**config.mk**
```make
export PLATFORM = sky130hd
export DESIGN_NAME = instr_fetch_unit
export DESIGN_NICKNAME = d
export VERILOG_FILES = /design/src/rtl/instr_fetch_unit.sv
export SDC_FILE = /design/constraint.sdc
export NUM_CORES = 1
export LEC_CHECK = 0
export CAP_MARGIN = 20
export CORE_MARGIN = 1
export CORE_UTILIZATION = 48
export DETAILED_ROUTE_END_ITERATION = 7
export PLACE_DENSITY = 0.81
export SETUP_SLACK_MARGIN = 0.3
export SYNTH_ARGS = -nofsm -noshare
export SYNTH_HDL_FRONTEND = slang
export SYNTH_SLANG_ARGS = --single-unit
export TNS_END_PERCENT = 20
```
**constraint.sdc**
```tcl
create_clock -name Clock -period 2.9 [get_ports Clock]
set_input_delay 0.58 -clock Clock [delete_from_list [all_inputs] [get_ports Clock]]
set_output_delay 0.58 -clock Clock [all_outputs]
set_load 0.1 [all_outputs]
```
**src/rtl/instr_fetch_unit.sv**
```systemverilog
// Fetch stage of the 4-bit unicycle MIPS: program counter, instruction ROM,
// next-PC selection, halt latching, single-step debug and a committed-
// instruction counter.
//
// ROM contents come from the ROM_IMAGE parameter; word i sits at
// ROM_IMAGE[i*INSTR_W +: INSTR_W]. The image is fixed at elaboration.
//
// Ports:
//   Clock, Reset         clock, synchronous active-high reset
//   PCWrite              1 = commit next PC, 0 = halt
//   Jump, Branch, Zero   next-PC select from controller / ALU
//   StepMode, StepReq    single-step debug; a StepReq rising edge allows one commit
//   PC                   current program counter (registered)
//   Instr, OPCode        ROM[PC] and its top 3 bits (combinational)
//   PCPlus1              PC + 1 modulo 2^PC_W
//   Halted               set once the core has halted
//   InstrCount           saturating count of committed instructions
module instr_fetch_unit #(
  parameter int unsigned PC_W    = 8,
  parameter int unsigned INSTR_W = 8,
  parameter int unsigned DEPTH   = 32,
  parameter int unsigned CNT_W   = 16,
  parameter logic [DEPTH*INSTR_W-1:0] ROM_IMAGE = '0
) (
  input  logic               Clock,
  input  logic               Reset,
  input  logic               PCWrite,
  input  logic               Jump,
  input  logic               Branch,
  input  logic               Zero,
  input  logic               StepMode,
  input  logic               StepReq,
  output logic [PC_W-1:0]    PC,
  output logic [INSTR_W-1:0] Instr,
  output logic [2:0]         OPCode,
  output logic [PC_W-1:0]    PCPlus1,
  output logic               Halted,
  output logic [CNT_W-1:0]   InstrCount
);

  localparam int unsigned AW = (DEPTH > 1) ? $clog2(DEPTH) : 1;

  typedef enum logic {
    ST_RUN    = 1'b0,
    ST_HALTED = 1'b1
  } state_e;

  state_e             state_q, state_d;
  logic [PC_W-1:0]    pc_q, pc_d;
  logic [CNT_W-1:0]   cnt_q, cnt_d;
  logic               halted_q, halted_d;
  logic               step_req_q;

  logic [INSTR_W-1:0] instr_c;
  logic [AW-1:0]      rom_idx;
  logic [PC_W-1:0]    pc_plus1;
  logic [PC_W-1:0]    jump_tgt;
  logic [PC_W-1:0]    br_off;
  logic [PC_W-1:0]    next_pc;
  logic               step_pulse;
  logic               commit;

  // ROM read; fetches past the image return the halt opcode.
  assign rom_idx = pc_q[AW-1:0];

  always_comb begin
    instr_c = {3'b111, (INSTR_W-3)'(0)};
    if (32'(pc_q) < DEPTH) begin
      instr_c = ROM_IMAGE[32'(rom_idx)*INSTR_W +: INSTR_W];
    end
  end

  assign pc_plus1 = pc_q + PC_W'(1);

  // Jump keeps the PC bits above the 5-bit target field.
  if (PC_W > 5) begin : g_jump_wide
    assign jump_tgt = {pc_q[PC_W-1:5], instr_c[4:0]};
  end else begin : g_jump_narrow
    assign jump_tgt = instr_c[PC_W-1:0];
  end

  // 2-bit signed branch displacement (-2..+1) relative to PC+1.
  assign br_off = PC_W'($signed(instr_c[1:0]));

  always_comb begin
    next_pc = pc_plus1;
    if (Jump) begin
      next_pc = jump_tgt;
    end else if (Branch && Zero) begin
      next_pc = pc_plus1 + br_off;
    end
  end

  assign step_pulse = StepReq & ~step_req_q;
  assign commit     = (state_q == ST_RUN) & PCWrite & (~StepMode | step_pulse);

  // Next-state: halt on PCWrite=0 even while waiting for a step.
  always_comb begin
    state_d = state_q;
    pc_d    = pc_q;
    cnt_d   = cnt_q;
    case (state_q)
      ST_RUN: begin
        if (!PCWrite) begin
          state_d = ST_HALTED;
        end else if (commit) begin
          pc_d = next_pc;
          if (cnt_q != {CNT_W{1'b1}}) begin
            cnt_d = cnt_q + CNT_W'(1);
          end
        end
      end
      default: begin
        state_d = ST_HALTED;
      end
    endcase
    halted_d = (state_d == ST_HALTED);
  end

  always_ff @(posedge Clock) begin
    if (Reset) begin
      state_q    <= ST_RUN;
      pc_q       <= '0;
      cnt_q      <= '0;
      halted_q   <= 1'b0;
      step_req_q <= 1'b0;
    end else begin
      state_q    <= state_d;
      pc_q       <= pc_d;
      cnt_q      <= cnt_d;
      halted_q   <= halted_d;
      step_req_q <= StepReq;
    end
  end

  assign PC         = pc_q;
  assign Instr      = instr_c;
  assign OPCode     = instr_c[INSTR_W-1 -: 3];
  assign PCPlus1    = pc_plus1;
  assign Halted     = halted_q;
  assign InstrCount = cnt_q;

endmodule

```
==> impl_metrics.sql, run 1 <==
INSERT INTO impl_metrics (metric_group, metric, value, unit) VALUES
('timing', 'layout_min_cycle_time', '2.42', 'ns'),
('final_layout', 'layout-area-overhead-vs-synth', '29.8', '%'),
('placement', 'gp_routability_congestion', '0.807', ''),
('yosys', 'synthesis.instances', '174', ''),
('timing', 'highest_achievable_clock_rate', '0.413', 'GHz'),
('detailed_routing', 'via_count', '1422', ''),
('clock_tree', 'h-tree-depth', '1', ''),
('clock_tree', 'cts.root.buffer_cell', 'sky130_fd_sc_hd__clkbuf_4', ''),
('setup_path', 'worst_ep_required_time', '2.32', 'ns'),
('yosys', 'synth-main-ff-cell', 'sky130_fd_sc_hd__dfxtp_1', ''),
('floorplan', 'io_pins', '52', ''),
('floorplan', 'fp.dieArea', '3390', 'sq um'),
('timing', 'tns', '0', 'ns'),
('final_layout', 'finish.cell_count_without_fillers', '254', ''),
('yosys', 'yosys_register_bits', '26', ''),
('setup_path', 'critPathMaxFanout', '7', ''),
('global_routing', 'global_route.usage.total', '20.8', '%'),
('floorplan', 'die_x', '58.2', 'um'),
('global_routing', 'grt_antenna_before_repair', '0', ''),
('clock_tree', 'cts_made_buffers', '3', ''),
('clock_tree', 'post-cts-setup-buffer-count', '0', ''),
('final_layout', 'antenna_cells', '0', ''),
('timing', 'final_hold_viol_count', '0', ''),
('setup_path', 'endpoint_kind', 'output port', ''),
('global_routing', 'number_of_global_route_vias_before_repair', '1239', ''),
('final_layout', 'layout-drive-gt1-share', '34.8', '%'),
('global_routing', 'wire_length_of_the_first_global_routing_pass', '5.51', 'mm'),
('yosys', 'synth_async_sr_flop_share', '0', '%'),
('power_and_ir_drop', 'power-per-cell-area', '374', 'nW/um^2'),
('timing', 'final.period_utilization', '83.4', '%'),
('status', 'status', 'complete, no violations', ''),
('clock_tree', 'hold_buffers', '0', ''),
('floorplan', 'effective_utilization_at_floorplan', '50.1', '%'),
('clock_tree', 'cts_resized', '0', ''),
('final_layout', 'layout_common_cells', 'sky130_fd_sc_hd__buf_4, sky130_fd_sc_hd__dfxtp_1, sky130_fd_sc_hd__nor2_1', ''),
('yosys', 'synth.distinct_cells', '46', ''),
('hold_path', 'min-delay-path-class', 'reg2reg', ''),
('timing', 'slew_headroom', '43.5', '%'),
('setup_path', 'critPathArrivalTime', '1.84', 'ns'),
('floorplan', 'fp.coreArea', '3030', 'sq um'),
('job', 'max_cap_viol_count', '0', ''),
('clock_tree', 'cts_tree', 'yes', ''),
('power_and_ir_drop', 'total_leakage_power', '0.823', 'nW'),
('setup_path', 'crit_path_start_kind', 'flip-flop', ''),
('timing', 'finalClockSkew', '0.0172', 'ns'),
('yosys', 'synth_top_area_cell', 'sky130_fd_sc_hd__dfxtp_1', ''),
('yosys', 'number_of_synthesized_flops_with_an_enable_pin', '0', ''),
('power_and_ir_drop', 'vdd_drop_max', '0.213', 'mV'),
('detailed_routing', 'wl_per_cell', '13.6', 'um'),
('placement', 'io_buffer_count', '44', ''),
('floorplan', 'row_count', '20', ''),
('detailed_routing', 'post-route-drc-count', '0', ''),
('yosys', 'yosysWarningCount', '0', ''),
('detailed_routing', 'detailed_routing_iteration_count_for_the_pre_antenna_repair_pass', '7', ''),
('yosys', 'ys_top_cells_by_area', 'sky130_fd_sc_hd__dfxtp_1, sky130_fd_sc_hd__buf_4, sky130_fd_sc_hd__a21oi_1', ''),
('detailed_routing', 'ant_nets', '0', ''),
('yosys', 'syn_area', '1520', 'sq um'),
('yosys', 'synth_area_per_cell', '8.72', 'sq um'),
('yosys', 'ys_seq_area_share', '34.3', '%'),
('clock_tree', 'cts.clk_slew.worst_paths', '0.16', 'ns'),
('placement', 'post_dp_cell_area', '1920', 'sq um'),
('final_layout', 'post-route-cell-area', '1970', 'sq um'),
('final_layout', 'fin_nets', '221', ''),
('clock_tree', 'clock_path_buffers', '2', ''),
('final_layout', 'layout_commonest_cell', 'sky130_fd_sc_hd__buf_4', ''),
('clock_tree', 'clk_latency', '0.33', 'ns'),
('global_routing', 'grt-ovfl-total', '0', ''),
('timing', 'setup_violations', '0', ''),
('clock_tree', 'clkSinkCount', '26', ''),
('setup_path', 'worstSetupPathType', 'reg2out', ''),
('final_layout', 'final_core_utilization', '65.1', '%'),
('floorplan', 'die_height', '58.2', 'um'),
('detailed_routing', 'first_iter_violations', '40', ''),
('timing', 'drv_slew', '0', ''),
('detailed_routing', 'route.detailed.vias_per_inst', '5.60', ''),
('global_routing', 'grt_max_degree', '32', ''),
('placement', 'place_hpwl', '2.52', 'mm'),
('yosys', 'yosysTopAreaCellShare', '34.3', '%'),
('timing', 'rsz0062_at_grt', 'false', ''),
('detailed_routing', 'totalWireLength', '3.47', 'mm'),
('placement', 'place.detailed.instances', '250', ''),
('timing', 'slew_at_the_pin_closest_to_its_max_slew_limit', '0.841', 'ns');
[per-stage QoR]
| stage | setup slack [ns] | hold slack, ns | power (mW) |
|---|---|---|---|
| final | 0.481 | 0.496 | 0.738 |
| after global routing | 0.378 | 0.523 | 0.765 |
| after CTS | 0.485 | 0.498 | 0.744 |
| after detailed placement | 0.373 | 0.477 | 0.494 |
| after global placement | 0.407 | 0.461 | 0.492 |
| after floorplan | 0.307 | 0.655 | 0.475 |
[worst max-delay path, stage by stage, from the launching register on]
cell,delay (ns)
sky130_fd_sc_hd__dfxtp_4,0.42
sky130_fd_sc_hd__and3_1,0.30
sky130_fd_sc_hd__nand3_1,0.27
sky130_fd_sc_hd__xnor2_4,0.21
sky130_fd_sc_hd__buf_4,0.30
[registers in the layout, summed over array words and instances (netlist names)]
register / flops
InstrCount: 16
Halted: 1
PC: 8
step_req_q: 1
[path summary, 6_finish.rpt]
kind	end	start	slack, ns	cells after the start
max	PCPlus1[7]	PC[2]$_SDFFE_PP0P_	0.48	4
min reg2reg	PC[1]$_SDFFE_PP0P_	PC[1]$_SDFFE_PP0P_	0.50	2
min	PC[1]$_SDFFE_PP0P_	PC[1]$_SDFFE_PP0P_	0.50	2
max reg2reg	InstrCount[0]$_SDFFE_PP0P_	InstrCount[6]$_SDFFE_PP0P_	0.78	4
[cells in the mapped netlist (2+ instances only)]
library cell / number
sky130_fd_sc_hd__nand4_1: 3
sky130_fd_sc_hd__and3_1: 3
sky130_fd_sc_hd__nand2_1: 9
sky130_fd_sc_hd__o311ai_0: 2
sky130_fd_sc_hd__buf_6: 3
sky130_fd_sc_hd__o21ai_0: 6
sky130_fd_sc_hd__inv_1: 7
sky130_fd_sc_hd__or4_1: 4
sky130_fd_sc_hd__and3_2: 2
sky130_fd_sc_hd__a21oi_2: 2
sky130_fd_sc_hd__a21oi_1: 12
sky130_fd_sc_hd__a211oi_1: 5
sky130_fd_sc_hd__buf_4: 10
sky130_fd_sc_hd__nand3_1: 8
sky130_fd_sc_hd__nand2b_1: 2
sky130_fd_sc_hd__nand3b_1: 2
sky130_fd_sc_hd__or3_1: 5
sky130_fd_sc_hd__o31ai_1: 4
sky130_fd_sc_hd__mux2_2: 4
sky130_fd_sc_hd__mux2i_1: 2
sky130_fd_sc_hd__ha_1: 2
sky130_fd_sc_hd__xnor2_1: 4
sky130_fd_sc_hd__nor2_1: 13
sky130_fd_sc_hd__nor2b_1: 7
sky130_fd_sc_hd__clkbuf_1: 3
sky130_fd_sc_hd__dfxtp_1: 26
sky130_fd_sc_hd__o41ai_1: 2
sky130_fd_sc_hd__mux2_4: 2
sky130_fd_sc_hd__xor2_1: 2
sky130_fd_sc_hd__and4_1: 2
[layout make-up]
class / instances / area, sq um
inverter: 7 / 26.3
clock inverter: 1 / 30.0
clock buffer: 3 / 22.5
timing repair buffer: 45 / 350
fill: 268 / 1060
tap: 44 / 55.1
multi-input combinational: 128 / 953
sequential: 26 / 533
[cells by family (layout without fill, tap and decap cells)]
group | Yosys count | count (layout) | synth area share [%]
AOI/OAI and AO/OA | 40 | 40 | 18.3
xor gates and xnor gates | 6 | 6 | 3.46
adders and majority gates | 2 | 2 | 1.65
buffers and inverters | 24 | 56 | 9.89
DFF | 26 | 26 | 34.3
muxes | 8 | 8 | 6.27
other | 1 | 5 | 0.247
and+or+nand+nor | 67 | 67 | 25.9
[where the power goes]
part           internal [mW]  leakage [nW]  switching, mW
combinational         0.0250         0.581         0.0965
clock                  0.140        0.0279          0.111
sequential             0.361         0.215        0.00419
total                  0.526         0.823          0.212
[routing by layer]
metal | part of all wire (%) | vias up | global-route usage (%)
met5 | 0 | - | 0
met4 | 1.5 | 0 | 9.86
met3 | 4.7 | 6 | 2.46
met2 | 49 | 53 | 36.3
met1 | 44 | 674 | 25.5
li1 | - | 689 | -
Note: power is estimated with default switching activity, not from simulation.
==> run 2, diff against run 1 <==
--- a/config.mk
+++ b/config.mk
@@ -7,9 +7,9 @@
 export LEC_CHECK = 0
 export CAP_MARGIN = 20
 export CORE_MARGIN = 1
-export CORE_UTILIZATION = 48
+export CORE_UTILIZATION = 45
 export DETAILED_ROUTE_END_ITERATION = 7
-export PLACE_DENSITY = 0.81
+export PLACE_DENSITY = 0.76
 export SETUP_SLACK_MARGIN = 0.3
 export SYNTH_ARGS = -nofsm -noshare
 export SYNTH_HDL_FRONTEND = slang
==> constraint.sdc (replaced) <==
create_clock -name Clock -period 2.44 [get_ports Clock]
set_input_delay 0.488 -clock Clock [delete_from_list [all_inputs] [get_ports Clock]]
set_output_delay 0.488 -clock Clock [all_outputs]
set_load 0.1 [all_outputs]
==> run 2 against run 1 <==
Compared with the run above: count of clock-buffer cells in the layout grew 1; worst hold slack lost 0.0013 ns; clock power shrank 25%; power grew 4.5%; flip-flop and latch count is the same; cell count grew 2.8%; routed wire length grew 1.4%.
==> impl_metrics.sql, run 2 (synthesis results as in run 1) <==
INSERT INTO impl_metrics (metric_group, metric, value, unit) VALUES
('final_layout', 'fin_nets', '228', ''),
('timing', 'highest_achievable_clock_rate', '0.486', 'GHz'),
('timing', 'finalClockSkew', '0.00315', 'ns'),
('setup_path', 'critical_path.top_delay_family', 'simple AND/OR/NAND/NOR gates', ''),
('global_routing', 'use_met1', '23.9', '%'),
('floorplan', 'fp.dieArea', '3610', 'sq um'),
('timing', 'final_hold_viol_count', '0', ''),
('setup_path', 'path_cells', 'and3_4 > nand3_2 > xnor2_4 > buf_12', ''),
('hold_path', 'min-delay-path-class', 'reg2reg', ''),
('setup_path', 'endpoint_kind', 'output port', ''),
('timing', 'layout_min_cycle_time', '2.06', 'ns'),
('clock_tree', 'clock_path_buffers', '2', ''),
('setup_path', 'crit_path_start_kind', 'flip-flop', ''),
('setup_path', 'worstSetupPathType', 'reg2out', ''),
('final_layout', 'filler_cell_count', '260', ''),
('global_routing', 'most_utilized_layer_in_the_global_route_result', 'met2', ''),
('timing', 'drv_slew', '0', ''),
('clock_tree', 'cts.clk_slew.worst_paths', '0.14', 'ns'),
('placement', 'place_hpwl', '2.74', 'mm'),
('power_and_ir_drop', 'internal-power', '0.525', 'mW'),
('setup_path', 'timing.critical_path.buf_inv', '1', ''),
('floorplan', 'effective_utilization_at_floorplan', '48.5', '%'),
('setup_path', 'critPathArrivalTime', '1.57', 'ns'),
('global_routing', 'grt_max_degree', '17', ''),
('final_layout', 'largest_register_ff_count', '16', ''),
('power_and_ir_drop', 'p_sw_share', '32.0', '%'),
('final_layout', 'sequential_cell_area', '562', 'sq um'),
('global_routing', 'grt.met3_usage', '2.38', '%'),
('global_routing', 'global_route.usage.total', '21.0', '%'),
('clock_tree', 'post-cts-setup-buffer-count', '0', ''),
('timing', 'slew_headroom', '62.4', '%'),
('clock_tree', 'cts_tree', 'yes', ''),
('placement', 'io_buffer_count', '44', ''),
('timing', 'slew_at_the_pin_closest_to_its_max_slew_limit', '0.560', 'ns'),
('global_routing', 'number_of_global_route_vias_before_repair', '1343', ''),
('power_and_ir_drop', 'share_clk_of_total_power', '24.5', '%'),
('detailed_routing', 'post-route-drc-count', '0', ''),
('detailed_routing', 'ant_nets', '0', ''),
('final_layout', 'final_core_utilization', '68.6', '%'),
('clock_tree', 'clkSinkCount', '26', ''),
('power_and_ir_drop', 'vdd_drop_max', '0.288', 'mV'),
('global_routing', 'wire_length_of_the_first_global_routing_pass', '5.81', 'mm'),
('floorplan', 'fp.coreArea', '3130', 'sq um'),
('status', 'status', 'complete, no violations', ''),
('timing', 'rsz0062_at_grt', 'false', ''),
('global_routing', 'grt-ovfl-total', '0', ''),
('power_and_ir_drop', 'total_switching_power', '0.247', 'mW'),
('timing', 'final.period_utilization', '84.3', '%'),
('detailed_routing', 'wl_per_cell', '13.5', 'um'),
('clock_tree', 'cts.root.buffer_cell', 'sky130_fd_sc_hd__clkbuf_4', ''),
('power_and_ir_drop', 'power.share.sequential', '55.7', '%'),
('global_routing', 'grt_antenna_before_repair', '0', ''),
('detailed_routing', 'via_count', '1418', ''),
('clock_tree', 'clk_latency', '0.31', 'ns'),
('floorplan', 'io_pins', '52', ''),
('detailed_routing', 'detailed_routing_iteration_count_for_the_pre_antenna_repair_pass', '4', ''),
('final_layout', 'multiInputGateArea', '1010', 'sq um'),
('setup_path', 'critPathMaxFanout', '7', ''),
('power_and_ir_drop', 'total_leakage_power', '0.857', 'nW'),
('setup_path', 'worst_ep_required_time', '1.95', 'ns'),
('job', 'max_cap_viol_count', '0', ''),
('final_layout', 'layout_common_cells', 'sky130_fd_sc_hd__buf_4, sky130_fd_sc_hd__dfxtp_2, sky130_fd_sc_hd__nor2_1', ''),
('clock_tree', 'cts_made_buffers', '3', ''),
('power_and_ir_drop', 'power-per-cell-area', '359', 'nW/um^2'),
('final_layout', 'layout-area-overhead-vs-synth', '41.4', '%'),
('floorplan', 'die_x', '60.1', 'um'),
('setup_path', 'critical-path-max-stage-delay', '0.42', 'ns'),
('floorplan', 'row_count', '20', ''),
('detailed_routing', 'route.detailed.vias_per_inst', '5.43', ''),
('detailed_routing', 'totalWireLength', '3.52', 'mm'),
('timing', 'tns', '0', 'ns'),
('setup_path', 'crit_path_top_delay_cell', 'sky130_fd_sc_hd__dfxtp_4', ''),
('floorplan', 'die_height', '60.1', 'um'),
('placement', 'gp_routability_congestion', '0.847', ''),
('clock_tree', 'hold_buffers', '0', ''),
('power_and_ir_drop', 'power_frac_comb', '19.7', '%'),
('global_routing', 'gr-usage-met2', '40.2', '%'),
('timing', 'setup_violations', '0', ''),
('clock_tree', 'h-tree-depth', '1', ''),
('final_layout', 'layout-drive-gt1-share', '45.6', '%'),
('final_layout', 'antenna_cells', '0', ''),
('detailed_routing', 'first_iter_violations', '55', ''),
('final_layout', 'layout_commonest_cell', 'sky130_fd_sc_hd__buf_4', '');
## run 2: cell types whose count changed in the layout (fill, tap and decap cells not counted), moves of 3 or more
| cell | change |
|---|---|
| sky130_fd_sc_hd__buf_12 | +5 |
| sky130_fd_sc_hd__nand3_1 | -3 |
| sky130_fd_sc_hd__dfxtp_4 | +5 |
| sky130_fd_sc_hd__dfxtp_2 | +8 |
| sky130_fd_sc_hd__dfxtp_1 | -13 |
## run 2: area by class of cell
type	count	area share, %
inverters	7	1.22
clock buffers	4	1.22
flip-flops and latches	26	26.2
repair buffers	52	21.7
well taps	44	2.57
multi-input cells	128	47.1
## run 2: per-stage QoR
stage / power, mW / hold WS [ns] / setup WS [ns] / instances / cell area [sq um]
3_3_place_gp: 0.589 / 0.452 / 0.286 / 257 / 2110
4_1_cts: 0.779 / 0.497 / 0.363 / 261 / 2140
6_report: 0.771 / 0.495 / 0.382 / 261 / 2150
3_5_place_dp: 0.592 / 0.478 / 0.224 / 257 / 2110
2_1_floorplan: 0.563 / 0.616 / 0.164 / 178 / 1730
5_1_grt: 0.806 / 0.522 / 0.311 / 261 / 2150
## run 2: power groups by stage
stage	clock, mW	sequential [mW]	combinational [mW]
after floorplan	0	0.472	0.0910
after global placement	0	0.439	0.151
after detailed placement	0	0.439	0.152
after CTS	0.197	0.430	0.153
after global routing	0.215	0.431	0.160
final	0.189	0.430	0.152
## run 2: timing repair
item | 4_1_cts | 5_1_grt
endpoints found under the hold margin | 0 | 0
gates cloned | 0 | 0
setup endpoints to repair | 2 | 1
gates resized for setup | 2 | 1
## run 2: metal layers
metal | up-vias | share of wire [%]
li1 | 706 | -
met1 | 670 | 41
met2 | 36 | 54
met3 | 6 | 3.7
met4 | 0 | 1.3
met5 | - | 0
## run 2: final timing paths
| kind | from | end | slack [ns] | depth (start not counted) |
|---|---|---|---|---|
| worst max register to register | InstrCount[0]$_SDFFE_PP0P_ | InstrCount[8]$_SDFFE_PP0P_ | 0.55 | 5 |
| worst min-delay path | InstrCount[1]$_SDFFE_PP0P_ | InstrCount[1]$_SDFFE_PP0P_ | 0.49 | 2 |
| worst max-delay path | PC[2]$_SDFFE_PP0P_ | PCPlus1[5] | 0.38 | 4 |
| worst min register to register | InstrCount[1]$_SDFFE_PP0P_ | InstrCount[1]$_SDFFE_PP0P_ | 0.49 | 2 |
## run 2: worst min-delay path, stage by stage, from the launching register on
cell and delay, ns:
sky130_fd_sc_hd__dfxtp_2 0.36, sky130_fd_sc_hd__nand2_1 0.05, sky130_fd_sc_hd__mux2i_1 0.05
